**src/rtl/debugger_sequencer.sv**
```systemverilog
// ---------------------------------------------------------------------------
// debugger_sequencer
//
// Initiator side of the BE8 single-step debug access port. It takes one host
// debug request at a time and walks the 2-bit microcode STEP sequence, one
// step per clock, until the microcode raises PREADY or step 3 passes without
// it. The result goes back to the host as a single-cycle response strobe.
//
// Valid/ready semantics: a request transfers on a rising edge where
// req_valid && req_ready. req_ready is high only in IDLE and outside reset.
// The response side has no backpressure: rsp_valid is high for exactly one
// cycle, and rsp_rdata/rsp_err are valid in that cycle. Both hold their
// values until the next completion.
//
// Ports:
//   clk, rst                         clock, asynchronous active-high reset
//   req_valid/req_ready              host request handshake
//   req_addr/req_write/req_wdata     host request payload
//   rsp_valid/rsp_rdata/rsp_err      host response (one-cycle strobe)
//   dbg_addr/dbg_write/dbg_step      to the microcode ROM
//   dbg_pready/dbg_paddr_or_pwdata   from the microcode ROM
//   bus_out/bus_oe/bus_in            shared computer bus
// ---------------------------------------------------------------------------
module debugger_sequencer #(
   parameter int ADDR_W = 5,
   parameter int DATA_W = 8
) (
   input  logic              clk,
   input  logic              rst,
   input  logic              req_valid,
   output logic              req_ready,
   input  logic [ADDR_W-1:0] req_addr,
   input  logic              req_write,
   input  logic [DATA_W-1:0] req_wdata,
   output logic              rsp_valid,
   output logic [DATA_W-1:0] rsp_rdata,
   output logic              rsp_err,
   output logic [ADDR_W-1:0] dbg_addr,
   output logic              dbg_write,
   output logic [1:0]        dbg_step,
   input  logic              dbg_pready,
   input  logic              dbg_paddr_or_pwdata,
   output logic [DATA_W-1:0] bus_out,
   output logic              bus_oe,
   input  logic [DATA_W-1:0] bus_in
);

   typedef enum logic [1:0] {
      IDLE   = 2'd0,
      ACCESS = 2'd1,
      DONE   = 2'd2
   } state_t;

   state_t            state_q;
   state_t            state_d;
   logic [DATA_W-1:0] wdata_q;
   logic [1:0]        step_q;
   logic              accept;

   // State register. The async reset also drops bus_oe immediately, since
   // bus_oe is decoded from state_q.
   always_ff @(posedge clk or posedge rst) begin
      if (rst) begin
         state_q <= IDLE;
      end else begin
         state_q <= state_d;
      end
   end

   // Next-state and output decode.
   always_comb begin
      state_d   = state_q;
      req_ready = 1'b0;
      rsp_valid = 1'b0;
      dbg_step  = 2'd0;
      bus_oe    = 1'b0;
      bus_out   = '0;
      accept    = 1'b0;
      case (state_q)
         IDLE: begin
            // Held low while rst is asserted so no request is lost.
            req_ready = ~rst;
            accept    = req_valid & ~rst;
            if (accept) begin
               state_d = ACCESS;
            end
         end
         ACCESS: begin
            dbg_step = step_q;
            bus_oe   = dbg_write;
            // The microcode chooses between the address and write-data phases.
            if (dbg_paddr_or_pwdata) begin
               bus_out[ADDR_W-1:0] = dbg_addr;
            end else begin
               bus_out = wdata_q;
            end
            if (dbg_pready || (step_q == 2'd3)) begin
               state_d = DONE;
            end
         end
         DONE: begin
            rsp_valid = 1'b1;
            state_d   = IDLE;
         end
         default: begin
            state_d = IDLE;
         end
      endcase
   end

   // Request latch, step counter and response registers.
   always_ff @(posedge clk or posedge rst) begin
      if (rst) begin
         dbg_addr  <= '0;
         dbg_write <= 1'b0;
         wdata_q   <= '0;
         step_q    <= 2'd0;
         rsp_rdata <= '0;
         rsp_err   <= 1'b0;
      end else begin
         if (accept) begin
            dbg_addr  <= req_addr;
            dbg_write <= req_write;
            wdata_q   <= req_wdata;
            step_q    <= 2'd0;
         end
         if (state_q == ACCESS) begin
            if (dbg_pready) begin
               // PREADY wins even on step 3: that is a success, not a timeout.
               rsp_rdata <= dbg_write ? '0 : bus_in;
               rsp_err   <= 1'b0;
            end else if (step_q == 2'd3) begin
               rsp_rdata <= '0;
               rsp_err   <= 1'b1;
            end else begin
               step_q <= step_q + 2'd1;
            end
         end
      end
   end

endmodule

```
**config.mk**
```make
export PLATFORM = sky130hd
export DESIGN_NAME = debugger_sequencer
export DESIGN_NICKNAME = d
export VERILOG_FILES = /design/src/rtl/debugger_sequencer.sv
export SDC_FILE = /design/constraint.sdc
export NUM_CORES = 1
export LEC_CHECK = 0
export ABC_CLOCK_PERIOD_IN_PS = 1900
export CAP_MARGIN = 40
export CELL_PAD_IN_SITES_DETAIL_PLACEMENT = 2
export CELL_PAD_IN_SITES_GLOBAL_PLACEMENT = 2
export CORE_UTILIZATION = 26
export CTS_BUF_LIST = sky130_fd_sc_hd__clkbuf_8
export DETAILED_ROUTE_END_ITERATION = 16
export MAX_ROUTING_LAYER = met4
export PLACE_DENSITY = 0.9
export SETUP_SLACK_MARGIN = 0.1
export SLEW_MARGIN = 20
export SYNTH_ARGS = -nofsm -noshare
export SYNTH_HDL_FRONTEND = slang
export SYNTH_SLANG_ARGS = --single-unit
```
**constraint.sdc**
```tcl
create_clock -name clk -period 1.9 [get_ports clk]
set_input_delay 0.38 -clock clk [delete_from_list [all_inputs] [get_ports clk]]
set_output_delay 0.38 -clock clk [all_outputs]
set_load 0.01 [all_outputs]
```
==> results of run 1 <==
-- cells in the mapped netlist (all sizes together) --
master	count	area (µm²)
dfrtp	27	675.7
mux2	14	157.7
nand2	10	37.54
o21ai	10	50.05
nor2	9	33.78
nand4b	8	70.07
mux2i	5	50.05
buf	3	20.01
clkbuf	3	11.26
inv	3	11.26
nor3b	3	22.52
nor4b	2	32.53
a2bb2oi	1	8.760
and2	1	6.260
and2b	1	7.510
ha	1	12.51
nand2b	1	6.260
nor2b	1	6.260
nor3	1	5.000
or2	1	6.260
-- flip-flops by register name (all words and copies together), names as in the netlist --
register,cells
rsp_err,1
wdata_q,8
dbg_write,1
step_q,2
rsp_rdata,8
state_q,2
dbg_addr,5
-- worst paths after layout --
path	from	endpoint	slack (ns)	depth (start not counted)
worst max-delay path	state_q[1]	bus_out[4]	0.15	4
worst min-delay path	wdata_q[7]	wdata_q[7]	0.53	1
worst max register to register	step_q[0]	step_q[1]	0.25	4
worst min register to register	wdata_q[7]	wdata_q[7]	0.53	1
max in group asynchronous	rst	dbg_write	0.97	4
min in group asynchronous	rst	rsp_rdata[4]	0.65	4
-- routing by layer --
| metal | up-vias | part of all wire | global-route usage |
|---|---|---|---|
| met1 | 549 | 0.41 | 0.1935 |
| met2 | 48 | 0.52 | 0.3291 |
| li1 | 500 | - | - |
| met4 | 0 | 0.017 | 0.05111 |
| met3 | 8 | 0.052 | 0.03846 |
| met5 | - | 0 | - |
-- power by group --
group | total [mW] | leakage [nW] | internal [mW] | switching (mW)
registers | 0.951 | 0.332 | 0.794 | 0.157
logic | 0.985 | 0.542 | 0.572 | 0.413
clock network | 0.338 | 0.0217 | 0.149 | 0.189
-- worst reg2reg max path: stages (launching register included) --
cell and delay [ns]:
dfrtp_1 0.40, ha_1 0.22, nor4b_1 0.55, or2_2 0.26
o21ai_0 0.10
-- cell families after synthesis --
kind of cell	after synthesis	share of synthesized area
flops	27	0.5488
mux	19	0.1687
fa+ha+maj	1	0.01016
compound gates	11	0.04777
simple gates	38	0.1901
buf+inv	9	0.03454
-- per-stage QoR --
stage	std cells	TNS, ns	util
2_1_floorplan	105	0	-
6_report	225	0	0.4445
3_5_place_dp	217	-1.923	0.4293
4_1_cts	224	-0.03915	0.4412
5_1_grt	225	0	0.4445
3_3_place_gp	217	-1.446	0.4293
-- final cells by class --
type | count | share of cell area
sequential | 27 | 0.3426
multi-input combinational | 69 | 0.2692
clock inverter | 1 | 0.003800
clock buffer | 3 | 0.02090
tap | 52 | 0.03293
inverter | 3 | 0.005700
timing repair buffer | 70 | 0.3249
-- repair_timing --
| action | CTS | global route |
|---|---|---|
| hold buffers | 0 | 0 |
| buffers inserted | 3 | 1 |
| gates resized for setup | 38 | 7 |
| gates cloned | 0 | 0 |
| endpoints found under the setup margin | 14 | 9 |
-- placed cells by master, fill, tap and decap left out, drive strengths merged, types with 2 or more instances in the layout --
cell type,n
clkdlybuf4s15,3
dlygate4sd2,3
clkbuf,4
dfrtp,27
mux2i,5
o21ai,10
inv,3
buf,22
nand2,10
nor3b,3
clkdlybuf4s50,40
mux2,14
nand4b,8
nor4b,2
nor2,9
==> reports/metrics.csv, run 1 <==
metric,value,unit
synthDistinctLibCells,23,
status,finished clean,
multi_input_area,531.8,µm²
syn_to_final_growth,60.47,%
clock_path_buffers,2,
rsz0062_at_grt,true,
gp_congestion,0.7054,
num_vias,1105,
ys_warn_count,0,
synth_seq_area_share,0.5488,
start_util,0.2770,
grt_pass1_wl,6699,µm
clk_pin_slew,0.09,ns
critPathTopFamily,flip-flops,
ir_worst_vdd,0.4009,mV
cp-start-kind,flip-flop,
p_per_area,1151,nW/µm²
tritoncts,built,
drv_slew,0,
setup_ws,0.1481,ns
die_h,70.82,µm
finalInstanceArea,1976,µm²
hold_viol,0,
drtIter0Drc,30,
arrival,1.37,ns
critPathBufInv,2,
hpwl,3000,µm
period_share,0.9220,
regArea,676.9,µm²
crit_required,1.52,ns
drive_gt1_frac,0.2832,
hold_path_class,reg2reg,
fillers,452,
syn_area,1231,µm²
finalPower,2.274,mW
dr.pass1.iters,6,
diodes,0,
coreArea,4444,µm²
insertion_delay,0.28,ns
die_w,70.82,µm
wl_per_cell,17.84,µm
skew,0.005875,ns
numPortBuffers,54,
drv_cap,0,
postRouteAntennaNets,0,
dieArea,5015,µm²
numCtsBuffers,3,
io_pins,55,
nNetsFinal,202,
path_cells,nand2b_4 -> buf_4 -> nor2_1 -> clkdlybuf4s15_1,
grt_usage,0.1791,
antenna_found_initial,0,
dp_slack,-0.2857,ns
ctsHtreeMaxLevel,1,
cts-root-buf,clkbuf_8,
layout_min_cycle_time,1.752,ns
cts_sinks,27,
synth_seq_cells,27,
p_leak,0.8955,nW
hold_slack,0.5256,ns
tightest_slew,0.6372,ns
dpl_cell_area,1908,µm²
slowest_delay,0.40,ns
syn_area_per_cell,11.73,µm²
cpMaxStageDelayCell,dfrtp_1,
routed_wl,4014,µm
drc,0,
path_class,reg2out,
end_kind,primary output,
grt_max_degree,28,
row_count,24,
grt_pass1_vias,1312,
setup_violations,0,
overflow,0,
synthCells,105,
max_freq,0.5708,GHz
post_drt_via_cell_ratio,4.911,
crit_fanout,7,
slew_headroom,0.5692,
synthesis.nets,133,
(Power assumes the default switching activity.)
==> run 2: changes to the inputs <==
Settings changed: CTS_CLUSTER_DIAMETER set to 40.
==> results of run 2 <==
Final layout, timing and power as in run 1 (identical DEF).
==> run 3: changes to the inputs <==
Settings changed: ABC_CLOCK_PERIOD_IN_PS 1900 to 1450, CORE_UTILIZATION 26 to 23, PLACE_DENSITY 0.9 to 0.85.
Clock period 1.9 ns to 1.45 ns, I/O delays scaled along.
==> run 3 against run 2 <==
  * The run now ends with setup timing left
  * Routed wire length is 0.72% higher
  * Sequential share of layout area decreased by 2.0 points
  * First-iteration DRC count decreased by 23%
  * Critical path depth did not move
==> reports/metrics.csv, run 3 (same netlist as run 1, synthesis figures left out) <==
metric,value,unit,change
tritoncts,built,,
wl_per_cell,16.37,µm,-8.2%
final_common_cell,dfrtp_1,,
clk_pin_slew,0.09,ns,about the same
p_per_area,1435,nW/µm²,+25%
power_switching,1.026,mW,+35%
grt_max_degree,28,,unchanged
drv_slew,0,,unchanged
numCtsBuffers,3,,unchanged
post_drt_via_cell_ratio,4.457,,-9.2%
syn_to_final_growth,69.92,%,
dr.pass1.iters,4,,-2
utilization,0.4070,,-0.03753
drive_gt1_frac,0.3729,,+0.08964
row_count,26,,+8.3%
cp-start-kind,flip-flop,,
status,"complete, but fails checks",,
postCtsHoldBufs,0,,unchanged
cts_sinks,27,,unchanged
nNetsFinal,206,,+2.0%
num_vias,1101,,-0.36%
ctsHtreeMaxLevel,1,,unchanged
seqPwrFrac,0.404,,-0.014
overflow,0,,unchanged
ir_worst_vdd,0.4826,mV,+20%
clock_path_buffers,2,,unchanged
max_freq,0.6330,GHz,
violations,setup timing,,
hold_viol,0,,unchanged
setup_ws,-0.1298,ns,-0.2779 ns
die_w,75.17,µm,+6.1%
rsz0062_at_grt,true,,
path_cells,nand2b_4 -> buf_12 -> nor3b_4 -> buf_2,,
dieArea,5650,µm²,+13%
final-instance-count-excl-fill,247,,+9.8%
setup_violations,27,,+27
critPathTopFamily,flip-flops,,
slowest_delay,0.39,ns,about the same
slew_headroom,0.8261,,+0.2569
dpl_cell_area,2002,µm²,+4.9%
cts-root-buf,clkbuf_8,,
path_class,reg2out,,
hold_path_class,in2async,,
hpwl,3106,µm,+3.5%
grt_pass1_wl,6368,µm,-4.9%
start_util,0.2395,,-0.03749
io_pins,55,,unchanged
insertion_delay,0.28,ns,about the same
arrival,1.29,ns,-0.08 ns
routed_wl,4043,µm,+0.72%
grt_pass1_vias,1292,,-1.5%
drv_cap,0,,unchanged
critPathBufInv,2,,unchanged
grt_usage,0.1620,,-0.01713
antenna_found_initial,0,,unchanged
drc,0,,unchanged
top_regs,"rsp_rdata (8), wdata_q (8), dbg_addr (5)",,
p_leak,0.9879,nW,+10%
dp_cells,235,,+8.3%
diodes,0,,unchanged
crit_required,1.16,ns,-0.36 ns
switching_share,0.3419,,+0.008017
cell_internal_pwr,1.975,mW,+30%
coreArea,5140,µm²,+16%
numPortBuffers,54,,unchanged
layout_min_cycle_time,1.580,ns,
period_share,1.090,,
finalInstanceArea,2092,µm²,+5.9%
tightest_slew,0.2599,ns,-0.3774 ns
cpMaxStageDelayCell,dfrtp_1,,
skew,0.009158,ns,+0.003283 ns
postRouteAntennaNets,0,,unchanged
final_cell_mix,"27 x dfrtp_1, 25 x clkdlybuf4s50_1, 16 x dlygate4sd2_1",,
drtIter0Drc,23,,-23%
clkPwrFrac,0.145,,-0.004
die_h,75.17,µm,+6.1%
crit_fanout,9,,+2
combinationalPowerShare,0.451,,+0.018
end_kind,primary output,,
gp_congestion,0.6946,,-1.5%
run 3: changes by cell type in the layout (fill, tap and decap cells not counted), moves of 2 or more:
cell	delta
buf_6	+3
o21ai_0	-7
nor2_1	-3
nor3b_1	-2
clkdlybuf4s15_1	-2
o21ai_1	+7
clkdlybuf4s50_1	-15
nor3b_4	+3
buf_12	+3
nor2_2	+2
dlygate4sd2_1	+13
buf_2	+6
run 3: final cells by class:
type                    count  area, µm²
repair buffers             74      673.1
clock inverters             1      5.005
inverters                   3      11.26
well taps                  70      87.58
clock buffers               3      41.29
flip-flops and latches     27      675.6
fillers                   564       3048
multi-input cells          69      598.1
run 3: what timing repair did:
action                                  CTS  global route
endpoints found under the setup margin   44            37
gates resized for setup                  81            10
buffers inserted                          8             0
pin swaps                                 4             0
endpoints found under the hold margin     0             0
cloned                                    0             0
run 3: final timing paths:
| kind | cells after the start | from | slack, ns | endpoint |
|---|---|---|---|---|
| setup reg to reg | 4 | state_q[1] | -0.07 | dbg_addr[4] |
| hold / removal | 3 | rst | 0.47 | rsp_err |
| min in group clk | 2 | rsp_rdata[5] | 0.49 | rsp_rdata[5] |
| hold reg to reg | 2 | rsp_rdata[5] | 0.49 | rsp_rdata[5] |
| setup / recovery | 4 | state_q[1] | -0.13 | bus_out[5] |
| max in group asynchronous | 3 | rst | 0.81 | step_q[0] |
run 3: tightest hold or removal path, stage by stage:
cell and delay (ns):
clkdlybuf4s50_1 0.49, inv_1 0.13, buf_12 0.19
run 3: per-layer routing:
layer / part of all wire / GRT usage / vias up / routed length [µm]
met3: 0.063 / 0.03213 / 4 / 253
li1: - / - / 512 / -
met5: 0 / - / - / 0
met1: 0.38 / 0.1649 / 542 / 1524
met4: 0.012 / 0.04938 / 0 / 48
met2: 0.55 / 0.3103 / 43 / 2217
run 3: power by group through the flow:
stage                     Clock [mW]  Combinational, mW  Sequential, mW
after global routing           0.487               1.48            1.25
after CTS                      0.455               1.36            1.22
after global placement             0               1.33            1.20
after detailed placement           0               1.41            1.24
final                          0.435               1.35            1.21
after floorplan                    0              0.533            1.29
run 3: metrics by stage:
| step | hold slack [ns] | setup WS [ns] | TNS, ns | total power [mW] |
|---|---|---|---|---|
| floorplan | 0.3427 | -0.004875 | -0.04875 | 1.821 |
| global placement | 0.4781 | -0.5236 | -9.845 | 2.534 |
| detailed placement | 0.4971 | -0.6054 | -11.17 | 2.645 |
| CTS | 0.4727 | -0.1438 | -2.079 | 3.035 |
| global route | 0.4974 | -0.1857 | -2.941 | 3.225 |
| finish | 0.4750 | -0.1298 | -1.550 | 3.002 |
==> edit (settings of run 1) <==
`DATA_W`: 8 -> 12.
--- a/src/rtl/debugger_sequencer.sv
+++ b/src/rtl/debugger_sequencer.sv
@@ -25,3 +25,3 @@
    parameter int ADDR_W = 5,
-   parameter int DATA_W = 8
+   parameter int DATA_W = 12
 ) (
Interface: changed (resized bus_in, bus_out, req_wdata and rsp_rdata); port bits go from 55 to 71. The function was not compared with the original's and may differ.
==> edit against run 1 <==
- hold slack worse by 0.015 ns
- synthesized cell count is 30% higher
- total power is 31% higher
- critical path type unchanged
- routed wire length is 16% higher
- sequential power is 23% higher
- area after synthesis is 29% higher
- maximum frequency is 6.4% lower
- setup slack worse by 0.12 ns
- sequential cell count is 8 higher
- first-iteration DRC count is 27% lower
- die area is 28% higher
- design area is 34% higher
==> edit: results (changes against run 1) <==
outcome -> finished clean (unchanged)
ranking of synthesized cells by area -> dfrtp_1 55%, mux2_4 9.4%, o21ai_0 7.9% (was dfrtp_1 55%, mux2_2 13%, nand4b_1 5.7%)
maximum fanout along the worst path -> 5 (was 7)
Min Hold Slack -> 0.511 ns (was 0.526 ns)
post-DP HPWL -> 3.38 mm (was 3.00 mm)
clk_skew -> 0.00477 ns (was 0.00587 ns)
grt met1 use -> 19.9% (was 19.3%)
met2 routed WL -> 2.38 mm (was 2.10 mm)
Least-Margin Pin Slew -> 0.252 ns (was 0.637 ns)
Seq cells post-synth -> 35 (was 27)
wl on met1 -> 2.00 mm (was 1.64 mm)
CTS clk-pin slew, worst paths -> 0.07 ns (was 0.09 ns)
Syn Inst Count -> 136 (was 105)
number of global-route vias before repair -> 1460 (was 1312)
gr usage total -> 16.1% (was 17.9%)
Synth top cells by count -> 35 x dfrtp_1, 25 x o21ai_0, 13 x nand2_1, 10 x mux2_4, 9 x and2_1 (was 27 x dfrtp_1, 14 x mux2_2, 10 x nand2_1, 10 x o21ai_0, 9 x nor2_1)
first-pass GRT wire length -> 7.41 mm (was 6.70 mm)
final period utilization -> 98.5% (was 92.2%)
Syn Nets -> 172 (was 133)
Routability Congestion -> 0.669 (was 0.705)
IO buf count -> 70 (was 54)
Placed Cells -> 289 (was 217)
P_leak -> 1.21 nW (was 0.895 nW)
Detail Route met3 WL -> 193 µm (was 208 µm)
CTS buffer count -> 5 (was 3)
cell area after placement -> 2480 µm² (was 1910 µm²)
nets -> 263 (was 202)
Yosys cell types -> 24 (was 23)
post-place setup slack -> -0.297 ns (was -0.286 ns)
vias -> 1343 (was 1105)
met2 usage -> 25.6% (was 32.9%)
Net Switching -> 0.910 mW (was 0.759 mW)
Data buffer area share -> 33.3% (was 32.5%)
Sequential Area -> 876 µm² (was 677 µm²)
clkbuf count -> 7 (was 3)
Post-CTS Resized -> 56 (was 38)
Via-to-Cell Ratio -> 4.43 (was 4.91)
layout cell share with drive strength beyond 1 -> 31.1% (was 28.3%)
post-CTS setup buffer count -> 4 (was 3)
Clock buf/inv share -> 3.77% (was 2.47%)
Fill cells -> 631 (was 452)
biggest regs -> rsp_rdata: 12 flops, wdata_q: 12 flops, dbg_addr: 5 flops (was rsp_rdata: 8 flops, wdata_q: 8 flops, dbg_addr: 5 flops)
GR met3 Demand/Resource -> 2.95% (was 3.85%)
crit path DAT -> 1.49 ns (was 1.37 ns)
largest net degree at the start of global routing -> 20 (was 28)
Largest delay share family, worst path -> buffers and inverters (was flip-flops)
Pre-antenna DRT Iters -> 3 (was 6)
Final Util -> 44.8% (was 44.5%)
Peak VDD IR -> 0.446 mV (was 0.401 mV)
multi-input logic area -> 689 µm² (was 532 µm²)
post-synthesis sequential area ratio -> 55.0% (was 54.9%)
Multi-input comb cells -> 90 (was 69)
drt total wl -> 4.67 mm (was 4.01 mm)
Non-CTS buffers -> 92 (was 70)
==> edit: power by group through the flow <==
stage | logic (mW) | clock network [mW] | registers, mW
2_1_floorplan | 0.489 | 0 | 1.21
3_5_place_dp | 1.19 | 0 | 1.18
6_report | 1.22 | 0.590 | 1.17
3_3_place_gp | 1.15 | 0 | 1.17
5_1_grt | 1.33 | 0.644 | 1.21
4_1_cts | 1.19 | 0.613 | 1.18
==> edit: final timing paths <==
path                            cells past startpoint          end         from
worst max-delay path                                7   bus_out[8]   state_q[1]
worst min-delay path                                1  wdata_q[10]  wdata_q[10]
worst max register to register                      5   wdata_q[4]   state_q[1]
worst min register to register                      1  wdata_q[10]  wdata_q[10]
max in group asynchronous                           4  dbg_addr[3]          rst
min in group asynchronous                           4    step_q[0]          rst
==> edit: cell families after synthesis <==
group | after synthesis | synth area share [%]
and+or+nand+nor | 37 | 11.9
AOI/OAI and AO/OA | 28 | 9.19
muxes | 24 | 18.9
adders and majority gates | 1 | 0.785
DFF | 35 | 55.0
buffers and inverters | 11 | 4.32
